==> src/rtl/vscpu_timer_irq.sv <==
// Memory-mapped down-counting timer with level interrupt, on the CPU RAM bus.
// Optional prescaler (offset 4) is built when VSCPU_TIMER_PRESCALE_EN is defined.
module vscpu_timer_irq #(
  parameter logic [13:0] BASE_ADDR = 14'h3FF0
) (
  input  logic        clk,
  input  logic        rst,
  input  logic        wrEn,
  input  logic [13:0] addr_toRAM,
  input  logic [31:0] data_toRAM,
  output logic [31:0] data_fromTimer,
  output logic        hit,
  output logic        interrupt
);

  localparam logic [2:0] OFF_CTRL   = 3'd0;
  localparam logic [2:0] OFF_LOAD   = 3'd1;
  localparam logic [2:0] OFF_COUNT  = 3'd2;
  localparam logic [2:0] OFF_STATUS = 3'd3;
  localparam logic [2:0] OFF_PRESC  = 3'd4;

  logic        sel;
  logic [2:0]  off;
  logic        wr_ctrl, wr_load, wr_count, wr_status, wr_presc;
  logic        en, reload, ie, pend;
  logic [31:0] load, count;
  logic        tick, expire;
  logic [31:0] rd_data;

  assign sel       = (addr_toRAM[13:3] == BASE_ADDR[13:3]);
  assign off       = addr_toRAM[2:0];
  assign wr_ctrl   = wrEn && sel && (off == OFF_CTRL);
  assign wr_load   = wrEn && sel && (off == OFF_LOAD);
  assign wr_count  = wrEn && sel && (off == OFF_COUNT);
  assign wr_status = wrEn && sel && (off == OFF_STATUS);
  assign wr_presc  = wrEn && sel && (off == OFF_PRESC);

`ifdef VSCPU_TIMER_PRESCALE_EN
  logic [15:0] prescale;
  logic [15:0] div;

  assign tick = en && (div == prescale);

  // Divider restarts whenever the count is re-armed so the first period is full length.
  always_ff @(posedge clk) begin
    if (!rst) begin
      prescale <= '0;
      div      <= '0;
    end else begin
      if (wr_presc) prescale <= data_toRAM[15:0];
      if (!en || wr_presc || wr_count || tick) div <= '0;
      else                                     div <= div + 16'd1;
    end
  end
`else
  assign tick = en;
`endif

  assign expire    = tick && (count == 32'd0);
  assign interrupt = pend && ie;

  always_comb begin
    rd_data = '0;
    case (off)
      OFF_CTRL:   rd_data = {29'd0, ie, reload, en};
      OFF_LOAD:   rd_data = load;
      OFF_COUNT:  rd_data = count;
      OFF_STATUS: rd_data = {31'd0, pend};
`ifdef VSCPU_TIMER_PRESCALE_EN
      OFF_PRESC:  rd_data = {16'd0, prescale};
`endif
      default:    rd_data = '0;
    endcase
  end

  always_ff @(posedge clk) begin
    if (!rst) begin
      en             <= 1'b0;
      reload         <= 1'b0;
      ie             <= 1'b0;
      load           <= '0;
      count          <= '0;
      pend           <= 1'b0;
      data_fromTimer <= '0;
      hit            <= 1'b0;
    end else begin
      if (wr_load) load <= data_toRAM;

      // A bus write to CTRL wins over the one-shot self-disable.
      if (wr_ctrl) begin
        en     <= data_toRAM[0];
        reload <= data_toRAM[1];
        ie     <= data_toRAM[2];
      end else if (expire && !reload) begin
        en <= 1'b0;
      end

      if (wr_count) begin
        count <= data_toRAM;
      end else if (tick) begin
        if (count != 32'd0) count <= count - 32'd1;
        else if (reload)    count <= load;
      end

      // Expiry set beats a coincident write-1-clear.
      if (expire)                        pend <= 1'b1;
      else if (wr_status && data_toRAM[0]) pend <= 1'b0;

      data_fromTimer <= sel ? rd_data : 32'd0;
      hit            <= sel;
    end
  end

endmodule

==> config.mk <==
export PLATFORM = sky130hd
export DESIGN_NAME = vscpu_timer_irq
export DESIGN_NICKNAME = d
export VERILOG_FILES = /design/src/rtl/vscpu_timer_irq.sv
export SDC_FILE = /design/constraint.sdc
export NUM_CORES = 1
export LEC_CHECK = 0
export ABC_CLOCK_PERIOD_IN_PS = 2600
export CORE_MARGIN = 2
export CORE_UTILIZATION = 35
export CTS_BUF_LIST = sky130_fd_sc_hd__clkbuf_8
export DETAILED_ROUTE_END_ITERATION = 10
export RECOVER_POWER = 100
export REMOVE_ABC_BUFFERS = 1
export SYNTH_ARGS = -nofsm -noshare
export SYNTH_HDL_FRONTEND = slang
export SYNTH_SLANG_ARGS = --single-unit
==> constraint.sdc <==
create_clock -name clk -period 2.6 [get_ports clk]
set_input_delay 0.39 -clock clk [delete_from_list [all_inputs] [get_ports clk]]
set_output_delay 0.39 -clock clk [all_outputs]
set_load 0.01 [all_outputs]
==> metrics.yaml <==
fin_ws_ns: 0.214
fillers: 1425
cts_tree: "built"
setup_viol: 0
path_delay_family: "simple AND/OR/NAND/NOR gates"
core_mm2: 0.0140
drt-total-wl_um: 15900
fin_skew_ns: 0.0159
synth.area.top_cells: "dfxtp_1, nand2_1, a21oi_1"
swShare_pct: 22.8
syn_area_mm2: 0.00504
nets: 767
hold_start: "load[13]"
synth_edf_count: 0
synthFlopType: "dfxtp_1"
power.leakage_nw: 2.28
drt-wirelength-per-cell_um: 17.6
fp.dieH_um: 124
synth_common_cells: "dfxtp_1, nand2_1, nor2_1"
holdPathStages: 2
hp-class: "flip-flop to flip-flop"
clock_latency_ns: 0.41
viasPerCell: 5.61
yosysMostFrequentCell: "dfxtp_1"
core.rowCount: 43
port_buffers: 82
grt_start_max_net_pins: 45
cp-start-kind: "flip-flop"
die_width_um: 124
switchingPower_w: 0.000658
cp_max_fo: 14
min_to: "load[13]"
grt_setup_unrepaired: "false"
drive_gt1_share_pct: 9.02
cp_slowest_stage_delay_ns: 0.43
ios: 83
ctsResizeCount: 0
synth_top_area_share_pct: 40.1
cp_num_cells: 8
multi_input_comb_area_mm2: 0.00276
cts_hold_buf: 0
ys_seq_area_share_pct: 40.1
clock_sinks: 101
p_per_area_mw_per_mm2: 455
final_cell_area_mm2: 0.00633
vias: 5057
pwr-share-clk_pct: 41.0
clk_pin_slew_ns: 0.11
internal-power_w: 0.00222
crit_buf_inv: 2
start_util_pct: 36.0
utilization_pct: 45.3
grt_overflow: 0
critPathKind: "flip-flop to flip-flop"
fin_crit_ns: 2.39
cp_slowest_cell: "dfxtp_1"
yosys_warnings: 0
antenna_found_initial: 0
critPathRequiredTime_ns: 2.91
gp_congestion: 0.918
hpwl_um: 10900
r2r-end: "count[21]"
finalMaxSlewViolations: 0
cp_common_cell: "nor3_2"
syn_to_final_growth_pct: 25.6
numCtsBuffers: 9
root_buffer: "clkbuf_8"
synth-async-reset-ratio_pct: 0
drcViolationCount: 0
path_cells: "nor4_4 > nand2_1 > buf_4 > nor3_2 > a21oi_1 > clkbuf_2 > o2bb2ai_1 > nor3_2"
syn_inst: 640
worstReg2RegStart: "count[14]"
p_total_w: 0.00288
track_usage_pct: 21.4
synth_area_leader_cell: "dfxtp_1"
outcome: "finished clean"
ctsHtreeMaxLevel: 3
synth.avg_cell_area_um2: 7.88
dieArea_mm2: 0.0154
diodes: 0
seq_area_mm2: 0.00202
ys_seq_elements: 101
worst_slew_pin_slew_ns: 0.755
reg2reg_depth: 8
r2r_slack_ns: 0.21
placed_cell_area_mm2: 0.00614
synth_cell_type_count: 61
hold_viol: 0
crit_start: "count[14]"
relSlewSlack_pct: 49.7
dr.first_iter.drc_count: 421
cts_buffer_depth: 2
first_global_vias: 4825
end_kind: "flip-flop"
fmax_mhz: 419
firstDrtPassIters: 5
ir_drop_mv: 0.320
maxCapViolCount: 0
grt_pass1_wl_um: 25400
drtAntennaViolNets: 0
seqPwrFrac_pct: 53.6
critPathArrivalTime_ns: 2.69
fin_crit_sh_pct: 91.8
dp_slack_ns: -0.0175
post_cts_buffers: 0
comb_power_share_pct: 5.4
==> worst min-delay path, stage by stage, from the launching register on <==
cell and delay [ns]:
dfxtp_1 0.33, nand2_1 0.06, a21oi_1 0.05
==> state kept, by name (all words and copies together), names as in the netlist <==
signal / cells
pend: 1
count: 32
en: 1
ie: 1
reload: 1
hit: 1
load: 32
data_fromTimer: 32
==> how the worst max path moves through the flow <==
stage	to	slack [ns]
after floorplan	count[31]	-1.71
after global placement	count[31]	0.05
after detailed placement	count[27]	-0.02
after CTS	count[2]	0.15
after global routing	count[26]	0.05
final	count[21]	0.21
==> cells by family (layout without fill, tap and decap cells) <==
kind of cell	Yosys count	after routing	share of synthesized area, %
DFF	101	101	40.1
buffers and inverters	59	140	5.06
muxes	10	10	2.01
xor gates and xnor gates	20	20	3.47
adders and majority gates	2	2	0.496
and+or+nand+nor	292	292	29.3
AOI/OAI and AO/OA	156	156	19.6
==> layout make-up <==
class	instances	share of cell area, %
clock buffers	11	2.39
clock inverters	5	1.30
inverters	7	0.415
multi-input cells	480	43.7
flip-flops and latches	101	31.9
well taps	180	3.56
repair buffers	117	16.7
==> per-layer routing <==
metal	global-route usage, %	up-vias	wire [um]
li1	-	2441	-
met5	0	-	0
met1	28.9	2403	7210
met4	7.23	0	329
met3	4.30	27	1120
met2	34.2	186	7190
==> power groups by stage <==
stage                     Combinational (W)  Clock (W)  Sequential, W
after floorplan                   0.0000274          0        0.00158
after global placement             0.000153          0        0.00158
after detailed placement           0.000155          0        0.00158
after CTS                          0.000155    0.00120        0.00155
after global routing               0.000164    0.00127        0.00155
final                              0.000156    0.00118        0.00155
==> cells in the final DEF (no fill, tap or decap), types with 3 or more instances in the layout <==
master	Yosys	final
a21oi_1	71	71
a22o_1	3	3
a22oi_1	29	29
a31oi_1	4	4
and3_1	9	9
buf_4	0	27
clkbuf_1	39	3
clkbuf_2	0	4
clkbuf_8	0	11
clkdlybuf4s50_1	0	47
dfxtp_1	101	101
dlygate4sd3_1	0	35
inv_1	6	6
mux2i_1	9	9
nand2_1	96	96
nand2b_1	3	3
nand3_1	15	15
nand4_1	10	10
nand4b_1	3	3
nor2_1	78	78
nor3_1	18	18
nor4_1	17	17
nor4_2	2	3
nor4_4	4	3
o21ai_0	16	16
o221ai_1	8	8
o32ai_1	6	6
or3_1	17	17
or4_1	2	3
xnor2_1	8	8
xor2_1	12	12
==> through the flow <==
| stage | TNS [ns] | instances | hold slack, ns |
|---|---|---|---|
| after global routing | 0 | 901 | 0.493 |
| after CTS | 0 | 901 | 0.474 |
| after global placement | 0 | 885 | 0.450 |
| after detailed placement | -0.0190 | 885 | 0.458 |
| after floorplan | -56.53 | 588 | 0.441 |
| final | 0 | 901 | 0.475 |
Note: power is estimated with default switching activity, not from simulation.
